File: src/rtl/fifo_pkg.sv
// fifo_pkg: shared types, defaults and helpers for the single-clock FIFO
// controller and its flag generator.
package fifo_pkg;

   // Power-on defaults for the programmable thresholds, in words.
   localparam int unsigned FIFO_AE_DEFAULT = 4;
   localparam int unsigned FIFO_AF_DEFAULT = 4;

   // Status flag bundle, produced combinationally and registered by the parent.
   typedef struct packed {
      logic empty;
      logic full;
      logic almst_empty;
      logic almst_full;
   } fifo_flags_t;

   // Flag values after reset or flush: nothing stored.
   localparam fifo_flags_t FIFO_FLAGS_RST = '{
      empty:       1'b1,
      full:        1'b0,
      almst_empty: 1'b1,
      almst_full:  1'b0
   };

   // Number of words addressed by an a_size-bit address.
   function automatic int unsigned fifo_depth(input int unsigned a_size);
      return 32'd1 << a_size;
   endfunction

endpackage

File: src/rtl/fifo_flag_gen.sv
// fifo_flag_gen: combinational status-flag comparators. Takes the occupancy
// the FIFO will hold after this cycle and the live thresholds, and returns
// the flag bundle that the parent registers alongside the count.
module fifo_flag_gen
   import fifo_pkg::*;
#(
   parameter int unsigned A_SIZE = 12
) (
   input  logic [A_SIZE:0] i_count_nxt,
   input  logic [A_SIZE:0] i_ae_thresh,
   input  logic [A_SIZE:0] i_af_thresh,
   output fifo_flags_t     o_flags
);

   typedef logic [A_SIZE:0] cnt_t;

   localparam cnt_t DEPTH_W = cnt_t'(fifo_depth(A_SIZE));

   cnt_t free_nxt;

   // Compare next occupancy (and its complement) against the thresholds.
   // A threshold of 0 collapses the almost flags onto empty/full; a threshold
   // of DEPTH or more holds them high because occupancy never exceeds DEPTH.
   always_comb begin
      // NOTE: every output of a combinational block gets a value on every
      // path (here unconditionally), otherwise synthesis infers a latch.
      free_nxt            = DEPTH_W - i_count_nxt;
      o_flags.empty       = (i_count_nxt == '0);
      o_flags.full        = (i_count_nxt == DEPTH_W);
      o_flags.almst_empty = (i_count_nxt <= i_ae_thresh);
      o_flags.almst_full  = (free_nxt <= i_af_thresh);
   end

endmodule

File: src/rtl/sync_fifo_ctrl_param.sv
// sync_fifo_ctrl_param: single-clock FIFO controller for an external simple
// dual-port RAM. Owns both pointers, the occupancy/free counts, the status
// flags, sticky error flags and a read-valid strobe aligned to RAM latency.
module sync_fifo_ctrl_param
   import fifo_pkg::*;
#(
   parameter int unsigned A_SIZE  = 12,
   parameter int unsigned RAM_LAT = 1
) (
   input  logic              i_clk,
   input  logic              i_rst,
   input  logic              i_wr_en,
   input  logic              i_rd_en,
   input  logic              i_flush,
   input  logic              i_clr_err,
   input  logic [A_SIZE:0]   i_ae_thresh,
   input  logic [A_SIZE:0]   i_af_thresh,
   output logic              o_mem_we,
   output logic [A_SIZE-1:0] o_wr_addr,
   output logic [A_SIZE-1:0] o_rd_addr,
   output logic              o_mem_re,
   output logic              o_rd_valid,
   output logic [A_SIZE:0]   o_count,
   output logic [A_SIZE:0]   o_free,
   output logic              o_empty,
   output logic              o_full,
   output logic              o_almst_empty,
   output logic              o_almst_full,
   output logic              o_overflow,
   output logic              o_underflow
);

   // Pointers carry one extra wrap bit so they run modulo 2*DEPTH; counts
   // need the same width to represent the full value DEPTH.
   typedef logic [A_SIZE:0] ptr_t;

   localparam ptr_t DEPTH_W = ptr_t'(fifo_depth(A_SIZE));

   ptr_t               wr_ptr_q, wr_ptr_d;
   ptr_t               rd_ptr_q, rd_ptr_d;
   ptr_t               count_q, count_d;
   ptr_t               free_q, free_d;
   ptr_t               count_nxt;
   fifo_flags_t        flags_q, flags_d;
   fifo_flags_t        flags_nxt;
   logic               overflow_q, overflow_d;
   logic               underflow_q, underflow_d;
   logic [RAM_LAT-1:0] vld_q, vld_d;
   logic               wr_acc;
   logic               rd_acc;

   // Accept decisions use the registered flags only, so the RAM strobes are
   // a short AND path. A flush (or reset) cycle accepts nothing, keeping the
   // RAM untouched while the pointers are being cleared.
   always_comb begin
      wr_acc    = i_wr_en & ~flags_q.full  & ~i_flush & ~i_rst;
      rd_acc    = i_rd_en & ~flags_q.empty & ~i_flush & ~i_rst;
      count_nxt = count_q + ptr_t'(wr_acc) - ptr_t'(rd_acc);
   end

   // Flag comparators on the occupancy this cycle's traffic leaves behind.
   fifo_flag_gen #(
      .A_SIZE      (A_SIZE)
   ) u_flag_gen (
      .i_count_nxt (count_nxt),
      .i_ae_thresh (i_ae_thresh),
      .i_af_thresh (i_af_thresh),
      .o_flags     (flags_nxt)
   );

   // Next pointer, count, flag and read-valid pipeline state; flush
   // overrides traffic and returns everything to the just-reset picture.
   always_comb begin
      wr_ptr_d = wr_ptr_q + ptr_t'(wr_acc);
      rd_ptr_d = rd_ptr_q + ptr_t'(rd_acc);
      count_d  = count_nxt;
      free_d   = DEPTH_W - count_nxt;
      flags_d  = flags_nxt;
      vld_d    = '0;
      vld_d[0] = rd_acc;
      for (int i = 1; i < int'(RAM_LAT); i++) begin
         vld_d[i] = vld_q[i-1];
      end
      if (i_flush) begin
         wr_ptr_d = '0;
         rd_ptr_d = '0;
         count_d  = '0;
         free_d   = DEPTH_W;
         flags_d  = FIFO_FLAGS_RST;
         vld_d    = '0;
      end
   end

   // Sticky error flags: a new error in the same cycle as a clear wins.
   // Requests in a flush cycle are discarded, so they cannot flag an error.
   always_comb begin
      overflow_d  = overflow_q  & ~i_clr_err;
      underflow_d = underflow_q & ~i_clr_err;
      if (!i_flush) begin
         if (i_wr_en & flags_q.full) begin
            overflow_d = 1'b1;
         end
         if (i_rd_en & flags_q.empty) begin
            underflow_d = 1'b1;
         end
      end
   end

   // State registers with synchronous reset; reset drops all contents and
   // any read still travelling through the valid pipeline.
   always_ff @(posedge i_clk) begin
      // NOTE: sequential state is assigned with <= so every flop samples the
      // values from before this edge, independent of statement order.
      if (i_rst) begin
         wr_ptr_q    <= '0;
         rd_ptr_q    <= '0;
         count_q     <= '0;
         free_q      <= DEPTH_W;
         flags_q     <= FIFO_FLAGS_RST;
         overflow_q  <= 1'b0;
         underflow_q <= 1'b0;
         vld_q       <= '0;
      end else begin
         wr_ptr_q    <= wr_ptr_d;
         rd_ptr_q    <= rd_ptr_d;
         count_q     <= count_d;
         free_q      <= free_d;
         flags_q     <= flags_d;
         overflow_q  <= overflow_d;
         underflow_q <= underflow_d;
         vld_q       <= vld_d;
      end
   end

   // RAM side: strobes are the accept terms, addresses the current pointers.
   assign o_mem_we   = wr_acc;
   assign o_mem_re   = rd_acc;
   assign o_wr_addr  = wr_ptr_q[A_SIZE-1:0];
   assign o_rd_addr  = rd_ptr_q[A_SIZE-1:0];
   assign o_rd_valid = vld_q[RAM_LAT-1];

   // Registered status.
   assign o_count       = count_q;
   assign o_free        = free_q;
   assign o_empty       = flags_q.empty;
   assign o_full        = flags_q.full;
   assign o_almst_empty = flags_q.almst_empty;
   assign o_almst_full  = flags_q.almst_full;
   assign o_overflow    = overflow_q;
   assign o_underflow   = underflow_q;

endmodule

File: config.mk
export PLATFORM = sky130hd
export DESIGN_NAME = sync_fifo_ctrl_param
export DESIGN_NICKNAME = d
export VERILOG_FILES = /design/src/rtl/fifo_pkg.sv /design/src/rtl/fifo_flag_gen.sv /design/src/rtl/sync_fifo_ctrl_param.sv
export SDC_FILE = /design/constraint.sdc
export NUM_CORES = 1
export LEC_CHECK = 0
export BUFFER_PORTS_ARGS = -buffer_cell sky130_fd_sc_hd__buf_2
export CORE_ASPECT_RATIO = 1.4
export CORE_MARGIN = 8
export CORE_UTILIZATION = 50
export DETAILED_ROUTE_END_ITERATION = 12
export PLACE_DENSITY_LB_ADDON = 0.08
export RECOVER_POWER = 25
export SLEW_MARGIN = 20
export SYNTH_ARGS = -nofsm -noshare
export SYNTH_HDL_FRONTEND = slang
export SYNTH_HIERARCHICAL = 1
export SYNTH_SLANG_ARGS = --single-unit
export TNS_END_PERCENT = 5
File: constraint.sdc
create_clock -name i_clk -period 11.5 [get_ports i_clk]
set_clock_uncertainty 0.1 [all_clocks]
set_input_delay 1.725 -clock i_clk [delete_from_list [all_inputs] [get_ports i_clk]]
set_output_delay 1.725 -clock i_clk [all_outputs]
set_load 0.05 [all_outputs]
# Word-level counts from Yosys, hierarchy flattened
# Cells that the tools add are included.
dict set report totals {
  regBits 59
  elab_cells 40
}
dict set report classes {
  add_sub_neg 5
  n_reduce_logical 2
  mux 4
  bitwise 15
  n_lt_le_gt_ge 2
  n_eq_ne 1
}
# op n
set op_table {}
lappend op_table {{$add 13x1->13} 3}
lappend op_table {{$le 13x13->1} 2}
lappend op_table {{$eq 13x13->1 const B} 1}
lappend op_table {{$logic_not 13->1} 1}
lappend op_table {{$sub 13x1->13} 1}
lappend op_table {{$sub 13x13->13 const A} 1}
lappend op_table {{$and 1x1->1} 10}
lappend op_table {{$not 1->1} 5}
lappend op_table {{$mux 1} 4}
lappend op_table {{$reduce_or 2->1} 1}

# Logic depth before layout (Yosys ltp)
# Gate-level depths: netlist (run 1).
dict set report logic_depth {
  ltp_word 8
  mapped_depth 22
}

# By module
# Netlist (run 1), hierarchy kept.
# module cells_per_inst area_each_um2 instances seq_area_each_um2
set modules_own_cells {}
lappend modules_own_cells {sync_fifo_ctrl_param 323 2889.0 1 1121.1}
lappend modules_own_cells {fifo_flag_gen 125 860.8 1 0.0}

# Worst setup path after synthesis (run 1)
# Ideal clock, no wire load.
dict set report synth_path {
  path_type {in2reg}
  start {input port i_flush}
  end {register flags_q, in the netlist o_almst_full}
  t_arrival_ns 7.456
  setup_time_ns 0.115
  cell_stages 21
  t_required_ns 11.285
  slack_ns 3.830
  path_cell_list {or2_2 > clkbuf_1 > clkbuf_1 > nor3b_1 > ha_1 > inv_1 > ha_1 > a211oi_1 > nor3_1 > o31ai_1 > nor2_1 > or4_4 > nor3_2 > or3b_1 > xnor2_1 > ha_1 > nand4_1 > nor2_1 > o31a_1 > o31ai_1 > and2_1}
}
# item line_no
set synth_lines {}
lappend synth_lines {{from (decl)} sync_fifo_ctrl_param.sv:14} ;# input logic i_flush,
lappend synth_lines {{to (signal assigned)} sync_fifo_ctrl_param.sv:128} ;# flags_q <= flags_d;
lappend synth_lines {{to (decl)} sync_fifo_ctrl_param.sv:44} ;# fifo_flags_t flags_q, flags_d;

==> results of run 1 <==
==> power groups by stage <==
stage	Sequential [mW]	Combinational (mW)	Clock [mW]
CTS	0.227	0.743	0.160
global placement	0.231	0.726	0
finish	0.227	0.742	0.156
detailed placement	0.231	0.738	0
floorplan	0.302	0.517	0
global route	0.230	0.821	0.166
==> worst max-delay path: cells and delay by family <==
family	cells	cell delay, ns
and+or+nand+nor	10	3.95
AOI/OAI and AO/OA	4	1.20
adders and majority gates	3	1.01
buffers and inverters	2	0.21
xor gates and xnor gates	1	0.15
==> cell type report <==
type / instances / area [µm²] / area share [%]
clock buffer: 5 / 68.82 / 1.577
clock inverter: 3 / 68.82 / 1.577
inverter: 52 / 195.2 / 4.472
multi-input combinational: 327 / 2371 / 54.33
sequential: 56 / 1121 / 25.69
tap: 97 / 121.4 / 2.781
timing repair buffer: 90 / 417.9 / 9.576
==> cell usage after synthesis (all sizes together), types with 4 or more instances <==
| cell type | number |
|---|---|
| xor2 | 23 |
| xnor2 | 21 |
| nand3 | 16 |
| nor3 | 13 |
| a21oi | 19 |
| clkbuf | 9 |
| and2 | 14 |
| nor2 | 56 |
| inv | 52 |
| buf | 4 |
| o21ai | 9 |
| a21o | 8 |
| dfxtp | 56 |
| ha | 45 |
| nand2b | 4 |
| and3 | 12 |
| nand4 | 12 |
| nand2 | 25 |
| or3 | 4 |
| nor4 | 5 |
==> state kept, by name, indices dropped and copies added (netlist names) <==
register       count
o_empty            1
o_full             1
o_rd_valid         1
o_overflow         1
o_count           13
o_free            12
wr_ptr_q          12
rd_ptr_q          12
o_almst_full       1
o_underflow        1
o_almst_empty      1
==> logic make-up after synthesis <==
kind of cell             Yosys count  share of synthesized area (%)
adder cells (fa/ha/maj)           46                          15.55
AO/OA/AOI/OAI                     62                          12.31
flip-flops                        56                          29.90
XOR/XNOR                          44                          10.48
AND/OR/NAND/NOR                  173                          24.22
buffers and inverters             65                          6.874
multiplexers                       2                         0.6672
==> worst max-delay path by stage <==
stage,end,slack [ns]
global placement,o_almst_full,4.51
CTS,o_almst_full,4.54
finish,o_almst_full,3.38
floorplan,o_almst_full,3.83
global route,o_almst_full,2.77
detailed placement,o_almst_full,4.21
==> layer usage <==
metal	global-route usage (%)	vias to the layer above	routed length (µm)
li1	-	1683	-
met1	19.99	1520	3875
met2	31.91	85	4654
met3	3.190	19	509
met4	7.210	0	249
met5	0	-	0
==> through the flow <==
step	worst slack [ns]	instance area [µm²]	util [%]
floorplan	3.830	3750	-
global placement	4.514	4259	58.23
detailed placement	4.210	4259	58.23
CTS	4.545	4397	60.11
global route	2.768	4364	59.66
finish	3.380	4364	59.66
==> cell usage in the layout (no fill, tap or decap), types with 3 or more instances in the layout <==
| cell type | count |
|---|---|
| nand3_1 | 16 |
| and3_1 | 10 |
| clkbuf_8 | 5 |
| or3_1 | 3 |
| nor4_1 | 3 |
| and2_1 | 13 |
| clkbuf_1 | 26 |
| o31ai_1 | 3 |
| nand2b_1 | 4 |
| o21ai_0 | 6 |
| xor2_1 | 22 |
| o21ai_1 | 3 |
| a21o_1 | 8 |
| xnor2_1 | 21 |
| nand4_1 | 12 |
| buf_2 | 64 |
| nor3_1 | 11 |
| nand2_1 | 24 |
| dfxtp_1 | 56 |
| nor2_1 | 56 |
| inv_1 | 52 |
| a21oi_1 | 18 |
| ha_1 | 45 |
| nor3b_1 | 3 |
==> metrics.md, run 1 <==
| Metric | Value |
|---|---|
| Failing checks | capacitance limit, slew limit |
| WL/cell | ~15 µm |
| Tmin final | 8.120 ns |
| P_int | 0.5886 mW |
| Fin Setup TNS | 0 ns |
| H-Tree Depth | 2 |
| CP Launch Type | input pin |
| Worst Hold Launch | o_underflow |
| Syn avg cell area | 8.370 µm² |
| Worst-Skew Late Latency | around 0.32 ns |
| FF-to-FF End | o_almst_full |
| Largest area contributor in the netlist | dfxtp_1 |
| DRC viols | 0 |
| Post-CTS setup buffers | 0 |
| Top Ports | a little over 90 |
| Number of placed instances, taps included | 622 |
| Seq/Total Area, Yosys | 29.90% |
| Final Cycle Share | 70.61% |
| Total number of vias | 3307 |
| CTS buffer count | 5 |
| Post-Syn Instances | 448 |
| Slowest Stage Delay on Critical Path | approximately 1.8 ns |
| Setup crit end kind | flip-flop |
| PD cells | between 200 and 300 nW/µm² |
| CP dominant cell by count | ha_1 |
| Worst endpoint required time | around 12 ns |
| Relative slew slack | -58.90% |
| Max-cap violations | 1 |
| Die ar. | 10570 µm² |
| Ys async rst share | 0% |
| Initial drt markers | 148 |
| Grt ovf | 0 |
| Ys Warns | 6 |
| GRT Total Usage | 17.93% |
| WHS | roughly 0.37 ns |
| Hold Path Sink | o_underflow |
| Hold Fails Final Rpt | 0 |
| Drt total wl | 9290 µm |
| Max-slew violation count | 42 |
| Worst Path Max Fanout | 41 |
| Sw frac | a little under half |
| Post-detail-place hpwl | between 7000 and 8000 µm |
| Core area | 7315 µm² |
| Critical Path AT | 8.24 ns |
| Clock group share of total power | around 14% |
| Worst-Margin Slew | 2.383 ns |
| Status | complete, but fails checks |
| Comb pwr share | ~66% |
| TritonRoute pass-1 iters | 4 |
| Fmax | 123.1 MHz |
| Die height | around 120 µm |
| N_diodes | 0 |
| Sequential share of power | slightly above 20% |
| Crit path max-delay cell type | or2_0 |
| Number of synthesized flops with an enable pin | 0 |
| Post-Layout Cell Count | 630 |
| Die Wd | a little under 90 µm |
| Count of different cell masters after synthesis | 62 |
| RSZ-0062 raised after global routing | no |
| Site Rows | 37 |
| Reg2reg setup slack | 6.44 ns |
| Layout net count | 610 |
| Area grow syn2layout | 16.38% |
| Top cells by area, synth | dfxtp_1, ha_1, nor2_1 |
| Initial Utilization | 51.27% |
| Final-report setup violation count | 0 |
| Worst-path cell chain | clkbuf_1 > or2_0 > nor3b_1 > ha_1 > inv_1 > ha_1 > a211oi_1 > nor3_1 > o31ai_1 > nor2_1 > or4_4 > nor3_2 > or3b_1 > xnor2_1 > ha_1 > nand4_1 > nor2_1 > o31a_1 > o31ai_1 > and2_1 |
| Hold_buf cts | 0 |
| First-pass GRT wire length | 15300 µm |
| CTS root buf | clkbuf_8 |
| Antenna-violating nets left | 0 |
| Reg clk slew, reported paths | about 0.10 ns |
| Initial antenna violation count | 0 |
| Vias in the first global route | 3319 |
| Mapped Nets | 526 |
| GPL Wtd Cong | slightly below 0.9 |
| Fill count | around 730 |
| Hold Crit Class | flip-flop to flip-flop |
| Critical path class | input pin to flip-flop |
| Worst Reg-to-Reg Cells | 18 |
| Pin count of the biggest net entering global routing | 42 |
| Ratio of cells with drive above 1 in the final layout | 17.64% |
| Total power | 1.125 mW |
| Main synth FF type | dfxtp_1 |
| Psw | approximately 0.54 mW |
| CTS max path bufs | 2 |
| Synthesized cell area | 3750 µm² |
| Area share of the largest cell type after synthesis | 29.90% |
| Reg2reg start | o_empty |
| P_leak | 2.127 nW |
| Crit path from | i_flush |
| Port buffer count | 90 |
| Clock tree from TritonCTS | done |
| Clock sinks | 56 |
| VDD IR max | around 0.00024 V |
| Yosys reg bits | 56 |
| Worst Hold Depth | 2 |
| Resized Gates After CTS | 0 |
| Via-to-Cell Ratio | 5.249 |
(Power assumes the default switching activity.)
==> inputs of run 2 (changes only) <==
CORE_UTILIZATION = 49   (was 50)
clock period = 6.8 ns   (was 11.5 ns; I/O delays follow)
==> run 2 against run 1 <==
Net effect:
- hold slack improved by 0.0085 ns
- register-to-register slack got worse by 4.7 ns
- the run now ends clean
- global-route usage fell by 0.37 points
- highest routed layer unchanged
- sequential cell count unchanged
- critical path type unchanged
==> metrics.md, run 2 (same netlist as run 1, synthesis figures left out) <==
| Metric | Value |
|---|---|
| Crit path max-delay cell type | or4_4 |
| WL/cell | approximately 15 µm |
| Reg2reg setup slack | 1.70 ns |
| Ratio of cells with drive above 1 in the final layout | a little under a fifth |
| Total number of vias | 3335 |
| Initial antenna violation count | 0 |
| Post-detail-place hpwl | 7686 µm |
| Worst-Skew Late Latency | 0.32 ns |
| RSZ-0062 raised after global routing | no |
| Worst Path Max Fanout | 6 |
| Comb pwr share | 68.4% |
| Die Wd | about 90 µm |
| Max FFs per register | 13 |
| Sequential Area | roughly 1100 µm² |
| Max-cap violations | 0 |
| CP top delay family | simple AND/OR/NAND/NOR gates |
| Final Cycle Share | 86.97% |
| Critical Path AT | 6.04 ns |
| Commonest non-fill, non-tap cells in the layout | buf_2, nor2_1, dfxtp_1, inv_1, ha_1 |
| TritonRoute pass-1 iters | 4 |
| DRC viols | 0 |
| P_leak | 2.129 nW |
| Sequential share of power | 21.0% |
| Final-report setup violation count | 0 |
| Total power | 1.832 mW |
| Layout net count | 614 |
| Worst-path cell chain | clkbuf_1 > or2_2 > nor3b_1 > ha_1 > inv_1 > ha_1 > a211oi_1 > nor3_1 > o31ai_1 > nor2_1 > or4_4 > nor3_2 > or3b_1 > xnor2_1 > ha_1 > nand4_1 > nor2_1 > o31a_1 > o31ai_1 > and2_1 |
| Clock tree from TritonCTS | done |
| WHS | 0.3815 ns |
| GRT Total Usage | 17.56% |
| Drt total wl | 9340 µm |
| Hold Fails Final Rpt | 0 |
| Die height | 119.5 µm |
| Relative slew slack | 42.45% |
| N_diodes | 0 |
| Via-to-Cell Ratio | 5.260 |
| Worst path depth | 20 |
| PD cells | ~420 nW/µm² |
| Commonest non-fill, non-tap cell in the layout | buf_2 |
| CP Launch Type | input pin |
| Post-Layout Inst Area | 4354 µm² |
| Setup crit end kind | flip-flop |
| Reg clk slew, reported paths | ~0.11 ns |
| Hold Crit Class | flip-flop to flip-flop |
| Dpl cell area | 4294 µm² |
| Vias in the first global route | about 3400 |
| Fill count | 739 |
| Core area | roughly 7400 µm² |
| CTS max path bufs | 2 |
| Top Ports | 91 |
| Worst-Margin Slew | between 0.8 and 0.9 ns |
| Worst endpoint required time | approximately 6.9 ns |
| Initial Utilization | approximately half |
| Site Rows | 37 |
| Area grow syn2layout | 16.12% |
| Slowest Stage Delay on Critical Path | 0.54 ns |
| Hold_buf cts | 0 |
| CP dominant cell by count | ha_1 |
| Resized Gates After CTS | 0 |
| Fin Setup TNS | 0 ns |
| P_int | 0.9276 mW |
| Worst Reg-to-Reg Cells | 18 |
| GPL Wtd Cong | 0.8515 |
| Die ar. | 10750 µm² |
| Antenna-violating nets left | 0 |
| Initial drt markers | 142 |
| Fmax | ~170 MHz |
| Critical path class | input pin to flip-flop |
| First-pass GRT wire length | 15760 µm |
| Post-CTS setup buffers | 0 |
| Bufs and invs on worst path | 2 |
| CTS buffer count | 5 |
| Clock sinks | 56 |
| Clock group share of total power | a little over a tenth |
| Status | finished clean |
| Footprint of the multi-input gates | between 2000 and 2500 µm² |
| Pin count of the biggest net entering global routing | 41 |
| Worst Hold Depth | 2 |
| VDD IR max | 0.0003897 V |
| Sw frac | a little under 50% |
| CTS root buf | clkbuf_8 |
| Port buffer count | 90 |
| Psw | roughly 0.9 mW |
| Grt ovf | 0 |
| Max-slew violation count | 0 |
| Tmin final | a little under 6 ns |
| H-Tree Depth | 2 |
==> run 2: cell count changes in the layout (fill, tap and decap cells not counted), sizes merged <==
cell	delta
buf	+5
bufinv	-2
clkbuf	-1
clkinv	+1
clkinvlp	+1
==> run 2: final cells by class <==
type	instances	area share, %
Sequential cell	56	25.75
Inverter	52	4.483
Tap cell	97	2.787
Clock inverter	3	0.6322
Multi-Input combinational cell	327	54.45
Clock buffer	5	1.580
Timing Repair Buffer	94	10.32
==> run 2: worst reg2reg max path, stage by stage (launching register included) <==
cell and delay (ns):
dfxtp_1 0.35, nor3b_1 0.44, ha_1 0.23, inv_1 0.07, ha_1 0.29, a211oi_1 0.44
nor3_1 0.10, o31ai_1 0.49, nor2_1 0.22, or4_4 0.55, nor3_2 0.15, or3b_1 0.42
xnor2_1 0.15, ha_1 0.34, nand4_1 0.13, nor2_1 0.18, o31a_1 0.16, o31ai_1 0.07
and2_1 0.13
==> run 2: per-layer routing <==
layer | GRT usage (%) | up-vias | routed length (µm)
met5 | 0 | - | 0
li1 | - | 1689 | -
met3 | 4.616 | 10 | 562
met4 | 6.165 | 0 | 153
met2 | 33.61 | 91 | 4883
met1 | 17.82 | 1545 | 3740
==> run 2: through the flow <==
stage | util, % | std cells | worst slack, ns
floorplan | - | 448 | 0.1865
global placement | 57.97 | 626 | 0.9905
CTS | 59.27 | 634 | 1.084
detailed placement | 57.97 | 626 | 0.7382
global route | 58.78 | 634 | 0.5797
finish | 58.78 | 634 | 0.8863
==> run 2: worst paths after layout <==
kind | startpoint | to
worst max register to register | o_empty | o_almst_full
worst max-delay path | i_flush | o_almst_full
worst min-delay path | o_underflow | o_underflow
worst min register to register | o_underflow | o_underflow
==> run 2: power groups by stage <==
| stage | registers [mW] | clock network [mW] | logic, mW |
|---|---|---|---|
| floorplan | 0.510 | 0 | 0.875 |
| global placement | 0.391 | 0 | 1.23 |
| detailed placement | 0.392 | 0 | 1.26 |
| CTS | 0.384 | 0.204 | 1.27 |
| global route | 0.389 | 0.215 | 1.40 |
| finish | 0.384 | 0.193 | 1.25 |
